<file path="src/rtl/mem_refill_arbiter.sv">
// Arbitrates the main-memory read port between the instruction-cache (port 0)
// and data-cache (port 1) refill engines, one burst per grant, round-robin on conflict.
module mem_refill_arbiter #(
   parameter int ADDR_W    = 32,
   parameter int DATA_W    = 64,
   parameter int BURST_LEN = 4,
   parameter int TIMEOUT   = 255
) (
   input  logic              clock,
   input  logic              reset,
   input  logic              req0,
   input  logic              req1,
   input  logic [ADDR_W-1:0] addr0,
   input  logic [ADDR_W-1:0] addr1,
   output logic              gnt0,
   output logic              gnt1,
   output logic              rvalid0,
   output logic              rvalid1,
   output logic              rlast0,
   output logic              rlast1,
   output logic              err0,
   output logic              err1,
   output logic [DATA_W-1:0] rdata,
   output logic              mem_req,
   output logic [ADDR_W-1:0] mem_addr,
   input  logic              mem_ready,
   input  logic              mem_rvalid,
   input  logic [DATA_W-1:0] mem_rdata
);

   localparam int CNT_W = $clog2(BURST_LEN);

   localparam logic [1:0] IDLE  = 2'd0;
   localparam logic [1:0] ISSUE = 2'd1;
   localparam logic [1:0] BURST = 2'd2;

   localparam logic [CNT_W-1:0]  LAST_BEAT  = CNT_W'(BURST_LEN - 1);
   localparam logic [15:0]       TIMER_MAX  = 16'(TIMEOUT - 1);
   localparam logic [ADDR_W-1:0] ALIGN_MASK = ~ADDR_W'(BURST_LEN - 1);

   logic [1:0]        state;
   logic              own;
   logic              rr_last;
   logic [ADDR_W-1:0] base;
   logic [CNT_W-1:0]  beat_cnt;
   logic [15:0]       timer;

   logic              pick;
   logic [ADDR_W-1:0] pick_addr;

   // On a tie the port that was not served last wins.
   always_comb begin
      pick      = 1'b0;
      pick_addr = '0;
      if (req0 && req1) begin
         pick = ~rr_last;
      end else begin
         pick = req1;
      end
      pick_addr = pick ? addr1 : addr0;
   end

   assign mem_req  = (state == ISSUE);
   assign mem_addr = base;

   always_ff @(posedge clock or negedge reset) begin
      if (!reset) begin
         state    <= IDLE;
         own      <= 1'b0;
         rr_last  <= 1'b1;
         base     <= '0;
         beat_cnt <= '0;
         timer    <= '0;
         gnt0     <= 1'b0;
         gnt1     <= 1'b0;
         rvalid0  <= 1'b0;
         rvalid1  <= 1'b0;
         rlast0   <= 1'b0;
         rlast1   <= 1'b0;
         err0     <= 1'b0;
         err1     <= 1'b0;
         rdata    <= '0;
      end else begin
         gnt0    <= 1'b0;
         gnt1    <= 1'b0;
         rvalid0 <= 1'b0;
         rvalid1 <= 1'b0;
         rlast0  <= 1'b0;
         rlast1  <= 1'b0;
         err0    <= 1'b0;
         err1    <= 1'b0;
         case (state)
            IDLE: begin
               if (req0 || req1) begin
                  own   <= pick;
                  base  <= pick_addr & ALIGN_MASK;
                  gnt0  <= ~pick;
                  gnt1  <= pick;
                  state <= ISSUE;
               end
            end
            ISSUE: begin
               if (mem_ready) begin
                  beat_cnt <= '0;
                  timer    <= '0;
                  state    <= BURST;
               end
            end
            BURST: begin
               if (mem_rvalid) begin
                  rdata    <= mem_rdata;
                  rvalid0  <= ~own;
                  rvalid1  <= own;
                  timer    <= '0;
                  beat_cnt <= beat_cnt + 1'b1;
                  if (beat_cnt == LAST_BEAT) begin
                     rlast0  <= ~own;
                     rlast1  <= own;
                     rr_last <= own;
                     state   <= IDLE;
                  end
               // Abort on the TIMEOUT-th consecutive empty cycle.
               end else if (timer == TIMER_MAX) begin
                  err0    <= ~own;
                  err1    <= own;
                  rr_last <= own;
                  state   <= IDLE;
               end else begin
                  timer <= timer + 16'd1;
               end
            end
            default: state <= IDLE;
         endcase
      end
   end

endmodule

</file>
<file path="config.mk">
export PLATFORM = sky130hd
export DESIGN_NAME = mem_refill_arbiter
export DESIGN_NICKNAME = d
export VERILOG_FILES = /design/src/rtl/mem_refill_arbiter.sv
export SDC_FILE = /design/constraint.sdc
export NUM_CORES = 1
export LEC_CHECK = 0
export BUFFER_PORTS_ARGS = -buffer_cell sky130_fd_sc_hd__buf_2
export CAP_MARGIN = 20
export CORE_AREA = 2 2 94 133
export DETAILED_ROUTE_END_ITERATION = 10
export DIE_AREA = 0 0 96 135
export PLACE_DENSITY_LB_ADDON = 0.08
export SLEW_MARGIN = 0
export SYNTH_ARGS = -nofsm -noshare
export SYNTH_HDL_FRONTEND = slang
export SYNTH_SLANG_ARGS = --single-unit
export TNS_END_PERCENT = 50
</file>
<file path="constraint.sdc">
create_clock -name clock -period 3.75 [get_ports clock]
set_input_delay 0.5625 -clock clock [delete_from_list [all_inputs] [get_ports clock]]
set_output_delay 0.5625 -clock clock [all_outputs]
set_load 0.01 [all_outputs]
</file>
==> flow_summary.ini, run 1 <==
[run_status]
status = finished clean

[detailed_routing]
num_vias = 4737
wire_per_inst_um = 15.17
drtAntennaViolNets = 0
first_pass_iters = 5
drc_errors = 0
detail_route.iter0.violations = 235
drt-vias-per-instance = 5.002
drt_wl_total_mm = 14.37

[cts]
cts_tree = built
cts.path.max_buffers = 2
hold_buffers = 0
cts-htree-levels = 4
cts_made_buffers = 17
clk_pin_slew_ns = 0.06
cts-root-buf = clkbuf_16
cts_resized = 0
postCtsSetupRepairBufs = 0
insertion_delay_ns = 0.40
cts.sinks = 124

[timing]
tns_ns = 0
hold_viol = 0
finalClockSkew_ns = 0.005618
period_share = 0.5624
rsz0062_at_grt = false
relSlewSlack = 0.4303
tightest_slew_ns = 0.8475
setup_viol = 0
timing.final.ws_setup_ns = 1.641
max_freq_ghz = 0.4741
slew_viol_final = 0
period_needed_ns = 2.109

[yosys]
synth_largest_area_cell = dfrtp_1
synth_top_area_frac = 0.5922
syn_area_sq_um = 5197
ys_seq_area_frac = 0.5973
synth-edff-count = 0
postSynthAreaPerCell_sq_um = 9.281
synth.area.top_cells = dfrtp_1 (59%), nand2_1 (19%), a22oi_1 (4.2%)
async_flop_share = 1.000
yosysMostFrequentCell = nand2_1
yosys_warnings = 0
yosysUniqueCellTypes = 51
synth_common_cells = nand2_1 (264), dfrtp_1 (123), a22oi_1 (29)
syn-instance-count = 560
synth_ff_type = dfrtp_1
ys_seq_elements = 124

[global_routing]
grt_start_max_net_pins = 76
grt_util_all_layers = 0.2272
antenna_found_initial = 1
gr-total-overflow = 0
grt_pass1_vias = 4729
grt_pass1_wl_mm = 22.74

[critical_path]
cp_data_arrival_time_ns = 2.45
r2r-start = rr_last
reg2reg_depth = 5
critPathKind = reg2reg
critPathLaunchType = register
critPathCaptureType = register
cp_max_fo = 22
crit_start = rr_last
critPathRequiredTime_ns = 4.09

[floorplan]
die-area_sq_um = 12960
num_rows = 47
top_level_ports = 239
core_sq_um = 11700
fp.dieW_um = 96
die-height_um = 135
start_util = 0.4441

[final_layout]
drive_above_1_share = 0.3504
final_area_sq_um = 7168
fin_nets = 924
syn_to_final_growth_pct = 37.92

[power_and_ir_drop]
power_leakage_nw = 3.982
vdd_ir_drop_max_uv = 418.4
powerDensity_nw_per_um2 = 819.8

[job]
max_cap_viol_count = 0

[min_path]
hold_path_class = in2async

[placed_design]
portBuffers = 232
gp_congestion = 0.7931
post-place-ws_ns = 1.469
dp_hpwl_mm = 10.29
placed_cell_area_sq_um = 6467
-- cells in the final DEF (no fill, tap or decap), drive strengths merged, types with 4 or more instances in the layout --
cell type / instances
nor3: 4
bufinv: 6
nor2: 8
a31oi: 5
o211ai: 7
a22oi: 29
o21ai: 11
buf: 241
nand3: 10
nand4: 5
dfrtp: 123
inv: 4
nand2: 264
a21oi: 4
and3: 5
clkbuf: 20
-- final cells by class --
type	instances	area [sq um]
inverter	3	11.26
multi-input combinational	400	1932
antenna	1	2.502
fill	1052	4534
clock inverter	11	214.0
timing repair buffer	241	1264
clock buffer	20	456.7
tap	147	183.9
sequential	124	3104
-- report_power, final --
part | leakage, nW | switching [W] | internal (W)
clock network | 0.323 | 0.000578 | 0.00128
registers | 1.58 | 0.000293 | 0.00186
logic | 2.08 | 0.00111 | 0.000764
-- metrics by stage --
step	hold WS, ns	total power [W]	util	instances
after global routing	0.2218	0.006246	0.6125	947
after floorplan	0.2669	0.003176	-	561
after global placement	0.4530	0.003957	0.5527	914
final	0.1714	0.005877	0.6125	947
after CTS	0.1919	0.005899	0.6100	945
after detailed placement	0.4565	0.004023	0.5527	914
-- state kept, by name, indices dropped and copies added (netlist names) --
name	cells
rvalid0	1
rlast1	1
rr_last	1
state	2
err0	1
beat_cnt	2
rlast0	1
rvalid1	1
gnt1	1
own	1
mem_addr	30
gnt0	1
rdata	64
err1	1
timer	16
-- worst max-delay path, stage by stage (launching register included) --
cell and delay (ns):
dfstp_2 0.55, a21boi_0 0.17, nor4_2 0.75, buf_4 0.39, a22oi_1 0.11, nand2_1 0.08
-- logic make-up after synthesis --
logic type / after synthesis / synth area share
XOR/XNOR: 1 / 0.001685
AND/OR/NAND/NOR: 321 / 0.2593
AO/OA/AOI/OAI: 71 / 0.09533
adder cells (fa/ha/maj): 3 / 0.007223
multiplexers: 2 / 0.003852
other: 1 / 0.0007215
buffers and inverters: 37 / 0.03466
flip-flops: 124 / 0.5973
-- path summary, 6_finish.rpt --
| check | endpoint | slack, ns |
|---|---|---|
| max in group asynchronous | rr_last | 2.73 |
| worst max register to register | mem_addr[5] | 1.64 |
| min in group clock | rdata[54] | 0.34 |
| worst max-delay path | mem_addr[5] | 1.64 |
| worst min-delay path | timer[2] | 0.17 |
| worst min register to register | rdata[21] | 0.47 |
-- routing by layer --
layer  track usage  up-vias  share of wire
met5             0        -              0
met4        0.1048        0          0.031
met3       0.07478       34          0.073
met2        0.3777      193           0.52
met1        0.2613     2200           0.38
li1              -     2310              -
(Power assumes the default switching activity.)
==> inputs of run 2 (changes only) <==
Settings changed: ABC_AREA set to 1, CORE_AREA 2 2 94 133 to 2 2 98 138, DIE_AREA 0 0 96 135 to 0 0 100 140.
Clock period 3.75 ns to 1.9 ns, I/O delays scaled along.
==> run 2 against run 1 <==
Net effect: count of clock-buffer cells in the layout shrank 3; first-iteration DRC count shrank 37%; wire length shrank 3.5%; final area grew 2.8%; register-to-register slack lost 1.3 ns; worst setup slack lost 1.3 ns; flip-flop and latch count is the same; sequential power grew 100%; die area grew 8.0%; critical endpoint is now timer[5]; largest cell class unchanged.
==> flow_summary.ini, run 2 <==
[yosys]
ys_seq_elements = 124
yosysUniqueCellTypes = 30
syn_area_sq_um = 5394
yosys_warnings = 0
synth_top_area_frac = 0.5706
synth_largest_area_cell = dfrtp_1
synth-edff-count = 0
synth_ff_type = dfrtp_1
syn-instance-count = 539
async_flop_share = 1.000
synth_common_cells = nand2_1 (170), dfrtp_1 (123), mux2_2 (64)
yosysMostFrequentCell = nand2_1
synth.area.top_cells = dfrtp_1 (57%), mux2_2 (13%), nand2_1 (12%)
postSynthAreaPerCell_sq_um = 10.01
ys_seq_area_frac = 0.5755

[final_layout]
layout_common_cells = buf_2 (231), nand2_1 (169), dfrtp_1 (123), mux2_2 (64), nand3_1 (48)
final_cells = 947
fillerInstances = 1134
drive_above_1_share = 0.4515
top_register = rdata
syn_to_final_growth_pct = 36.58
fin_nets = 918
largest_reg_flops = 64
final_common_cell = buf_2
fin_util = 0.5777

[global_routing]
grt_util_all_layers = 0.2015
antenna_found_initial = 1
grt_start_max_net_pins = 58
gr-total-overflow = 0
grt_pass1_wl_mm = 22.03
grt_pass1_vias = 4602

[detailed_routing]
first_pass_iters = 4
maxUsedRoutingLayer = met4
detail_route.iter0.violations = 149
wl_met2_mm = 7.266
num_vias = 4547
wire_per_inst_um = 14.64
drc_errors = 0
drtAntennaViolNets = 0
dr_wl_met3_mm = 1.006
drt_wl_total_mm = 13.86
met1Wirelength_mm = 5.291
drt-vias-per-instance = 4.801

[power_and_ir_drop]
finalPower_w = 0.01153
power_leakage_nw = 3.839
swShare = 0.3362
vdd_ir_drop_max_uv = 780.4
p_seq_frac = 0.374
power_frac_comb = 0.345
internal_power_w = 0.007654
clockPowerShare = 0.281
power.switching_w = 0.003876
powerDensity_nw_per_um2 = 1565

[critical_path]
critPathKind = reg2reg
critPathCaptureType = register
cp_data_arrival_time_ns = 1.86
critPathRequiredTime_ns = 2.18
critPathLaunchType = register
cp_max_fo = 22

[cts]
cts.sinks = 124
cts-root-buf = clkbuf_16
cts-htree-levels = 4
cts.path.max_buffers = 2
postCtsSetupRepairBufs = 0
cts_made_buffers = 17
cts_resized = 0
insertion_delay_ns = 0.41
cts_tree = built
clk_pin_slew_ns = 0.06

[timing]
hold_viol = 0
period_share = 0.8289
setup_viol = 0
rsz0062_at_grt = false
finalClockSkew_ns = 0.01452
slew_viol_final = 0
max_freq_ghz = 0.6349
whs_ns = 0.07676
period_needed_ns = 1.575
tns_ns = 0

[placed_design]
portBuffers = 232
dpl.cell_count = 914
dp_hpwl_mm = 10.56
gp_congestion = 0.8556

[floorplan]
fp.dieW_um = 100
die-height_um = 140
die-area_sq_um = 14000
core_sq_um = 12750
start_util = 0.4230
num_rows = 49
top_level_ports = 239

[run_status]
status = finished clean

[min_path]
hold_path_class = in2reg

[job]
max_cap_viol_count = 0
## run 2: changes by cell type after synthesis, sizes merged, moves of 7 or more
cell / change
inv: +26
mux2: +64
clkbuf: -17
buf: +7
o211ai: -7
a22oi: -29
nor2: +30
nand2: -91
nand3: +38
## run 2: final cells by class
type / instances / area (sq um) / area share
flip-flops and latches: 124 / 3104 / 0.4214
multi-input cells: 362 / 2049 / 0.2782
repair buffers: 246 / 1309 / 0.1777
clock buffers: 17 / 425.4 / 0.05774
well taps: 153 / 191.4 / 0.02599
clock inverters: 14 / 171.4 / 0.02327
inverters: 30 / 113.9 / 0.01546
diodes: 1 / 2.502 / 0.0003397
## run 2: repair_timing
action                                  4_1_cts  5_1_grt
endpoints found under the hold margin        15        0
endpoints found under the setup margin        0        0
hold buffers                                  1        0
## run 2: worst paths after layout
| kind | slack (ns) | end | start | cells past startpoint |
|---|---|---|---|---|
| max in group asynchronous | 1.02 | rdata[40] | reset | 3 |
| hold reg to reg | 0.46 | rr_last | rr_last | 2 |
| min in group asynchronous | 0.30 | own | reset | 2 |
| setup reg to reg | 0.33 | timer[5] | timer[0] | 7 |
| hold / removal | 0.08 | mem_addr[19] | addr0[19] | 3 |
| setup / recovery | 0.33 | timer[5] | timer[0] | 7 |
## run 2: logic make-up after synthesis
kind of cell,count (synthesis),share of synthesized area
and+or+nand+nor,274,0.2148
DFF,124,0.5755
muxes,64,0.1336
buffers and inverters,54,0.04569
AOI/OAI and AO/OA,16,0.01786
adders and majority gates,3,0.006960
xor gates and xnor gates,3,0.004872
other,1,0.0006952
## run 2: metal layers
layer / track usage / vias to the layer above
li1: - / 2228
met1: 0.2181 / 2120
met2: 0.3585 / 178
met3: 0.06537 / 21
met4: 0.08363 / 0
met5: 0 / -
## run 2: stage by stage
| step | area [sq um] | setup WS (ns) |
|---|---|---|
| final | 7367 | 0.3250 |
| after global routing | 7365 | 0.06702 |
| after CTS | 7365 | 0.2834 |
| after detailed placement | 6758 | 0.2982 |
| after global placement | 6758 | 0.3399 |
| after floorplan | 5398 | 0.5725 |
## run 2: critical path: stages (launching register included)
cell	delay, ns
dfrtp_1	0.41
inv_1	0.07
ha_1	0.20
nand3_1	0.09
nor2_1	0.10
nand3_1	0.09
nand2_2	0.34
o21ai_1	0.13
## run 2: power groups by stage
stage | registers, W | logic [W] | clock network [W]
after floorplan | 0.00481 | 0.00181 | 0
after global placement | 0.00427 | 0.00397 | 0
after detailed placement | 0.00432 | 0.00407 | 0
after CTS | 0.00431 | 0.00407 | 0.00332
after global routing | 0.00444 | 0.00439 | 0.00343
final | 0.00431 | 0.00398 | 0.00324
==> inputs of run 3 (changes only) <==
Settings changed: ABC_AREA 1 to 0, CORE_AREA 2 2 98 138 to 2 2 98 137, DIE_AREA 0 0 100 140 to 0 0 100 139.
Clock period 1.9 ns to 1.4 ns, I/O delays scaled along.
==> run 3 against run 2 <==
Net effect: the flow now finishes with violations (setup timing); final area is 25% higher; register-to-register slack worse by 0.57 ns; largest power group is now combinational logic; first-iteration DRC count is 37% higher; final cell count is 17% higher; fmax is 4.0% lower; hold slack worse by 0.067 ns; wire length is 35% higher; sequential power is 36% higher; die area is 0.71% lower; critical path depth is 1 lower.
==> flow_summary.ini, run 3 (synthesis gave the netlist of run 1 again) <==
[floorplan]
num_rows = 49
top_level_ports = 239
die-area_sq_um = 13900
fp.dieW_um = 100
start_util = 0.4076
core_sq_um = 12750
die-height_um = 139

[critical_path]
critPathRequiredTime_ns = 1.69
r2r-start = timer[0]
r2r_setup_slack_ns = -0.24
cp_max_fo = 8
crit_start = timer[0]
reg2reg_depth = 6
critPathCaptureType = register
r2r-end = state[1]
critPathLaunchType = register
cp_data_arrival_time_ns = 1.94
critPathKind = reg2reg

[min_path]
hold_path_class = in2reg
worstHoldPathCells = 3
hold_end = rdata[7]
hp-start = mem_rdata[7]

[cts]
cts.path.max_buffers = 2
cts-root-buf = clkbuf_16
insertion_delay_ns = 0.41
cts.sinks = 124
cts_tree = built
cts_made_buffers = 17
cts-htree-levels = 4
clk_pin_slew_ns = 0.06

[run_status]
status = complete, but fails checks
violations = setup timing

[final_layout]
largest_reg_flops = 64
syn_to_final_growth_pct = 76.55
final_common_cell = buf_2
layout_common_cells = buf_2 (230), nand2_1 (228), dfrtp_1 (121), dlygate4sd3_1 (74), buf_4 (53)
final_area_sq_um = 9176
drive_above_1_share = 0.4769
top_register = rdata
final_cells = 1109
fin_nets = 1078

[timing]
slew_viol_final = 0
period_needed_ns = 1.641
finalClockSkew_ns = 0.009536
period_share = 1.172
setup_viol = 105
timing.final.ws_setup_ns = -0.2410
max_freq_ghz = 0.6094
whs_ns = 0.009461
rsz0062_at_grt = true
hold_viol = 0

[detailed_routing]
detail_route.iter0.violations = 204
drt-vias-per-instance = 5.030
wire_per_inst_um = 16.90
drc_errors = 0
drt_wl_total_mm = 18.74
num_vias = 5578
drtAntennaViolNets = 0
first_pass_iters = 4

[power_and_ir_drop]
vdd_ir_drop_max_uv = 1056
powerDensity_nw_per_um2 = 1897
power_leakage_nw = 4.818

[placed_design]
post-place-ws_ns = -0.3012
dp_hpwl_mm = 11.06
placed_cell_area_sq_um = 7102
dpl.cell_count = 971
portBuffers = 232
gp_congestion = 0.8902

[global_routing]
grt_start_max_net_pins = 56
gr-total-overflow = 0
grt_util_all_layers = 0.2587
grt_pass1_wl_mm = 28.19
antenna_found_initial = 2
grt_pass1_vias = 5892

[job]
max_cap_viol_count = 0
-- run 3: cell count changes in the layout (fill, tap and decap cells not counted), sizes merged, moves of 24 or more --
cell / previous run / this run
nor2: 38 / 8
buf: 245 / 316
nand2: 173 / 264
mux2: 64 / 0
a22oi: 0 / 29
inv: 30 / 6
dlygate4sd3: 1 / 74
nand3: 48 / 10
-- run 3: critical path, stage by stage, from the launching register on --
cell	delay (ns)
dfrtp_1	0.41
inv_2	0.09
ha_4	0.12
and4b_2	0.29
nand4_4	0.20
o21a_1	0.26
a21o_1	0.16
-- run 3: timing repair --
item,CTS,global route
setup buffers,10,13
gates cloned,11,3
endpoints found under the hold margin,91,0
setup endpoints to repair,101,115
gates resized for setup,56,60
pin swaps,30,33
hold buffers,74,0
-- run 3: stage by stage --
| stage | power (W) | setup TNS [ns] | utilization |
|---|---|---|---|
| 2_1_floorplan | 0.009076 | -3.152 | - |
| 3_3_place_gp | 0.01139 | -4.285 | 0.5569 |
| 3_5_place_dp | 0.01159 | -5.677 | 0.5569 |
| 4_1_cts | 0.01718 | -7.576 | 0.7035 |
| 5_1_grt | 0.01837 | -15.22 | 0.7196 |
| 6_report | 0.01741 | -9.639 | 0.7196 |
-- run 3: metal layers --
layer  track usage  share of wire  vias to the layer above
met4        0.1182          0.028                        0
met3       0.06855          0.055                       42
met2        0.4563           0.54                      223
met5             0              0                        -
met1        0.2874           0.38                     2686
li1              -              -                     2627
-- run 3: power by group --
| group | total [W] | leakage, nW | internal, W | switching [W] |
|---|---|---|---|---|
| combinational | 0.00731 | 2.97 | 0.00352 | 0.00379 |
| sequential | 0.00588 | 1.58 | 0.00498 | 0.000909 |
| clock | 0.00421 | 0.269 | 0.00255 | 0.00166 |
| total | 0.0174 | 4.82 | 0.0110 | 0.00636 |
-- run 3: layout make-up --
cell class	count	area, sq um
fillers	920	3576
diodes	2	5.005
multi-input cells	401	2367
repair buffers	394	2924
well taps	153	191.4
clock inverters	12	113.9
flip-flops and latches	124	3107
clock buffers	20	456.7
inverters	3	11.26
-- run 3: how the worst max path moves through the flow --
stage / cells past startpoint / slack, ns / end
finish: 6 / -0.24 / state[1]
global route: 6 / -0.28 / timer[3]
CTS: 6 / -0.23 / timer[3]
floorplan: 7 / -0.24 / timer[3]
detailed placement: 6 / -0.30 / timer[3]
global placement: 6 / -0.28 / timer[3]
